<file path="config.mk">
export PLATFORM = sky130hd
export DESIGN_NAME = ing_oflow
export DESIGN_NICKNAME = d
export VERILOG_FILES = /design/src/rtl/ing_oflow_pkg.sv /design/src/rtl/ing_oflow.sv
export SDC_FILE = /design/constraint.sdc
export NUM_CORES = 1
export LEC_CHECK = 0
export ABC_AREA = 1
export CORE_MARGIN = 5
export CORE_UTILIZATION = 49
export CTS_BUF_LIST = sky130_fd_sc_hd__clkbuf_8
export CTS_CLUSTER_DIAMETER = 30
export DETAILED_ROUTE_END_ITERATION = 7
export GPL_ROUTABILITY_DRIVEN = 0
export PLACE_DENSITY = 0.83
export SYNTH_ARGS = -nofsm -noshare
export SYNTH_HDL_FRONTEND = slang
export SYNTH_SLANG_ARGS = --single-unit
export TNS_END_PERCENT = 30
</file>
<file path="constraint.sdc">
create_clock -name clk -period 2.5 [get_ports clk]
set_clock_uncertainty 0.1 [all_clocks]
set_input_delay 0.5 -clock clk [delete_from_list [all_inputs] [get_ports clk]]
set_output_delay 0.5 -clock clk [all_outputs]
set_load 0.01 [all_outputs]
</file>
<file path="src/rtl/ing_oflow_pkg.sv">
// Shared widths for the port receive path and the ingress overflow guard's state encoding.
// Latency: n/a (types and constants only). Backpressure: n/a.
package ing_oflow_pkg;

    localparam int PFW_SZ        = 32;
    localparam int RX_USG_SZ     = 9;
    localparam int RX_FIFO_DEPTH = 256;

    localparam logic [1:0] ST_IDLE = 2'd0;
    localparam logic [1:0] ST_PASS = 2'd1;
    localparam logic [1:0] ST_DROP = 2'd2;

    typedef enum logic [1:0] {
        IDLE = ST_IDLE,
        PASS = ST_PASS,
        DROP = ST_DROP
    } state_t;

    typedef struct packed {
        logic [PFW_SZ-1:0] dat;
        logic              commit;
        logic              abort;
    } slot_t;

    function automatic logic [15:0] sat_inc(input logic [15:0] v);
        return (v == 16'hFFFF) ? v : v + 16'd1;
    endfunction

endpackage

</file>
<file path="src/rtl/ing_oflow.sv">
// Admits whole packets into fifo_rx only when it has room; refused ones are dropped, runaways aborted (stats: ING_OFLOW_STATS_EN).
// Latency: 1 cycle from input transfer to p_srdy through a single output slot.
// Backpressure: c_drdy follows slot space and p_drdy; while dropping, input is consumed at full rate.
module ing_oflow
    import ing_oflow_pkg::*;
#(
    parameter int DEPTH     = RX_FIFO_DEPTH,
    parameter int MAX_WORDS = 200
) (
    input  logic                 clk,
    input  logic                 reset,
    input  logic                 c_srdy,
    output logic                 c_drdy,
    input  logic [PFW_SZ-1:0]    c_data,
    input  logic                 c_commit,
    input  logic                 c_abort,
    input  logic [RX_USG_SZ-1:0] rx_usage,
    output logic                 p_srdy,
    input  logic                 p_drdy,
    output logic [PFW_SZ-1:0]    p_data,
    output logic                 p_commit,
    output logic                 p_abort
`ifdef ING_OFLOW_STATS_EN
    ,
    output logic [15:0]          drop_cnt,
    output logic [15:0]          trunc_cnt
`endif
);

    localparam logic [RX_USG_SZ:0] DEPTH_W = (RX_USG_SZ+1)'(DEPTH);
    localparam logic [RX_USG_SZ:0] MAX_W   = (RX_USG_SZ+1)'(MAX_WORDS);
    localparam logic [8:0]         MAX_CNT = 9'(MAX_WORDS);

    state_t             state, state_nxt;
    slot_t              slot, slot_nxt;
    slot_t              in_word;
    logic               slot_vld, slot_vld_nxt;
    logic [7:0]         wcnt, wcnt_nxt;
    logic [8:0]         wcnt_inc;
    logic               xfer;
    logic               is_end;
    logic               drop_inc;
    logic               trunc_inc;
    logic [RX_USG_SZ:0] free;

    assign c_drdy   = (state == DROP) | ~slot_vld | p_drdy;
    assign xfer     = c_srdy & c_drdy;
    assign is_end   = c_commit | c_abort;
    assign in_word  = '{dat: c_data, commit: c_commit & ~c_abort, abort: c_abort};
    // The word still held in the slot is not yet reflected in rx_usage.
    assign free     = DEPTH_W - {1'b0, rx_usage} - {{RX_USG_SZ{1'b0}}, slot_vld};
    assign wcnt_inc = {1'b0, wcnt} + 9'd1;

    always_comb begin
        state_nxt    = state;
        slot_nxt     = slot;
        slot_vld_nxt = slot_vld & ~p_drdy;
        wcnt_nxt     = wcnt;
        drop_inc     = 1'b0;
        trunc_inc    = 1'b0;
        if (xfer) begin
            unique case (state)
                IDLE: begin
                    if (free >= MAX_W) begin
                        slot_nxt     = in_word;
                        slot_vld_nxt = 1'b1;
                        wcnt_nxt     = 8'd1;
                        state_nxt    = is_end ? IDLE : PASS;
                    end else begin
                        drop_inc  = 1'b1;
                        state_nxt = is_end ? IDLE : DROP;
                    end
                end
                PASS: begin
                    slot_nxt     = in_word;
                    slot_vld_nxt = 1'b1;
                    wcnt_nxt     = wcnt_inc[7:0];
                    if (is_end) begin
                        state_nxt = IDLE;
                    end else if (wcnt_inc == MAX_CNT) begin
                        // Runaway packet: close it as bad and swallow the remainder.
                        slot_nxt.abort = 1'b1;
                        trunc_inc      = 1'b1;
                        state_nxt      = DROP;
                    end
                end
                DROP: begin
                    if (is_end) state_nxt = IDLE;
                end
                default: state_nxt = IDLE;
            endcase
        end
    end

    always_ff @(posedge clk) begin
        if (reset) begin
            state    <= IDLE;
            slot     <= '0;
            slot_vld <= 1'b0;
            wcnt     <= 8'd0;
        end else begin
            state    <= state_nxt;
            slot     <= slot_nxt;
            slot_vld <= slot_vld_nxt;
            wcnt     <= wcnt_nxt;
        end
    end

    assign p_srdy   = slot_vld;
    assign p_data   = slot.dat;
    assign p_commit = slot.commit;
    assign p_abort  = slot.abort;

`ifdef ING_OFLOW_STATS_EN
    always_ff @(posedge clk) begin
        if (reset) begin
            drop_cnt  <= 16'd0;
            trunc_cnt <= 16'd0;
        end else begin
            if (drop_inc)  drop_cnt  <= sat_inc(drop_cnt);
            if (trunc_inc) trunc_cnt <= sat_inc(trunc_cnt);
        end
    end
`else
    logic unused_stats;
    assign unused_stats = drop_inc | trunc_inc;
`endif

endmodule

</file>
==> impl_metrics.toml <==
[run_status]
status = "finished clean"

[routing]
postRouteAntennaNets = 0
vias = 2988
initialDrtViolationCount = 242
wl_per_cell_microns = 14.23
viasPerCell = 5.251
drc_errors = 0
wl_microns = 8096
dr.pass1.iters = 5

[finish]
fillers = 409
antenna_cells = 0
fin_area_sq_um = 4085
fin_util_pct = 74.65
layout.nets = 555
synthToLayoutAreaGrowth_pct = 49.09
drive_gt1_share_pct = 19.72

[logic_synthesis]
synth_simple_gate_area_share_pct = 38.17
muxShareOfSynthArea_pct = 0
yosys-top-cells-area = "dfxtp_1 (33%), nand2_1 (13%), nor2_1 (10%), nand3b_1 (9.3%), a21oi_2 (6.4%)"
synth.most_common_cell = "nand2_1"
synthDistinctLibCells = 25
synthFlopType = "dfxtp_1"
yosysWarningCount = 0
synth-xor-area-share_pct = 0.6393
syn_area_per_cell_sq_um = 6.799
synth_top_family_by_area = "simple AND/OR/NAND/NOR gates"
synth_nets = 462
synthesis.area_sq_um = 2740
ys_seq_area_share_pct = 32.88
yosysTopAreaCellShare_pct = 32.88
synth-edff-count = 0
async_reset_ff_share_pct = 0
synthAdderAreaFrac_pct = 5.479
synth_seq_cells = 45
synthCells = 403
synthTopCellsByCount = "nand2_1 (98), nor2_1 (74), dfxtp_1 (45)"
synth_compound_area_share_pct = 11.78
yosysTopAreaCell = "dfxtp_1"

[floorplan]
die_w_microns = 84.78
ios = 83
die_y_microns = 84.78
die-area_sq_um = 7188
start_util_pct = 50.07
core_area_sq_um = 5473
rows = 27

[timing]
finalCritPeriodShare_pct = 95.25
worst_slew_pin_slew_ps = 424.2
maxSlewViolCount = 0
hold_viol = 0
max_freq_mhz = 419.9
period_minus_slack_ps = 2381
max-slew-margin-rel_pct = 71.55
finalSetupViolCount = 0

[grt]
grt_overflow = 0
grt_usage_pct = 21.14
antenna_found_initial = 0
grt_pass1_wl_microns = 12510
grt_pass1_vias = 2857
grt_max_degree = 51

[setup_path]
critPathArrivalTime_ps = 2490
crit_type = "input pin to flop"
crit_fanout = 8
critPathLaunchType = "input pin"
worst_setup_path_end_kind = "flop"
required_ps = 2610

[placement]
dpl.hpwl_microns = 5081
port_buffers = 82
dpl_cell_area_sq_um = 3701

[power_and_ir_drop]
p_seq_share_pct = 37.5
internal_power_w = 0.001551
power_switching_w = 0.0007813
p_comb_share_pct = 38.4
p_sw_share_pct = 33.49
ir_drop_mv = 0.3185
clockPowerShare_pct = 24.2
p_leak_nw = 1.852
power_density_nw_per_um2 = 571.0

[clocking]
cts_root_buf = "clkbuf_8"
h-tree-depth = 2
clk_pin_slew_worst_paths_ps = 90
cts_tree = "built"
worstSkewPairLatency_ps = 310
cts_sinks = 45
cts_made_buffers = 5
clockBufferDepth = 2

[min_path]
hold_class = "flop to flop"

[job]
maxCapViolCount = 0
==> routing by layer <==
layer  up-vias  part of all wire (%)  global-route usage (%)
met2       116                    51                   38.79
met4         0                   2.7                   7.194
met1      1395                    39                   23.02
li1       1450                     -                       -
met3        27                   7.3                   6.183
met5         -                     0                       0
==> worst paths after layout <==
check / from / cells past startpoint / slack, ps / end
max: rx_usage[1] / 17 / 120 / p_commit
min: p_data[1] / 2 / 390 / p_data[1]
max reg2reg: p_srdy / 17 / 240 / p_commit
min reg2reg: p_data[1] / 2 / 390 / p_data[1]
==> kinds of logic after synthesis <==
family	count (synthesis)
AOI/OAI and AO/OA	49
xor gates and xnor gates	2
adders and majority gates	12
buffers and inverters	65
DFF	45
and+or+nand+nor	230
==> critical path, cell delays in order <==
cell and delay, ps:
clkdlybuf4s50_1 400, inv_1 100, ha_4 150, inv_2 40
ha_4 170, inv_4 70, nand3_2 80, nand3_1 90
nand2_1 60, nand2_1 80, nand3_2 120, nand3_4 140
nand2_4 90, buf_12 140, buf_16 130, nor2_1 80
nor2_1 50
==> through the flow <==
step | hold slack (ps) | setup slack (ps) | std cells | total power (W) | TNS, ps
2_1_floorplan | 393.0 | 248.5 | 403 | 0.001342 | 0
3_3_place_gp | 361.3 | -309.0 | 557 | 0.001640 | -11860
3_5_place_dp | 375.3 | -373.2 | 557 | 0.001663 | -14950
4_1_cts | 395.0 | -3.010 | 569 | 0.002294 | -6.701
5_1_grt | 418.5 | -19.49 | 569 | 0.002465 | -47.15
6_report | 389.9 | 118.6 | 569 | 0.002333 | 0
==> sequential cells by signal, indices dropped and copies added (netlist names) <==
| register | flops |
|---|---|
| p_commit | 1 |
| p_data | 32 |
| wcnt | 8 |
| p_abort | 1 |
| state | 2 |
| p_srdy | 1 |
==> power by group through the flow <==
| stage | Combinational (W) | Clock [W] | Sequential [W] |
|---|---|---|---|
| floorplan | 0.000432 | 0 | 0.000910 |
| global placement | 0.000758 | 0 | 0.000882 |
| detailed placement | 0.000779 | 0 | 0.000884 |
| CTS | 0.000853 | 0.000570 | 0.000870 |
| global route | 0.000980 | 0.000601 | 0.000884 |
| finish | 0.000895 | 0.000564 | 0.000874 |
==> cell usage in the layout (no fill, tap or decap), drive strengths merged <==
cell type      Yosys  layout
bufinv             0       1
a21oi             43      43
inv               45      46
nor2              77      77
nand3             15      15
clkinv             1       2
clkbuf             4       5
nand2            100     100
ha                12      12
nand4              3       3
nand3b            34      34
o21ai              5       5
o21bai             1       1
nor3               1       1
dfxtp             45      45
buf               15      23
xor2               2       2
clkdlybuf4s50      0      75
dlymetal6s2s       0       7
==> what timing repair did <==
action,4_1_cts,5_1_grt
cloned,1,0
resized for setup,25,34
setup endpoints to repair,39,44
setup buffers,3,2
hold buffers,0,0
pin swaps,9,14
==> area by class of cell <==
class / instances / area [sq um] / share of cell area, %
multi-input cells: 293 / 1724 / 42.21
well taps: 72 / 90.09 / 2.205
flip-flops and latches: 45 / 900.9 / 22.05
clock inverters: 3 / 42.54 / 1.041
inverters: 46 / 175.2 / 4.288
clock buffers: 5 / 68.82 / 1.685
repair buffers: 105 / 1084 / 26.52
Power figures use the tool's default switching activity.
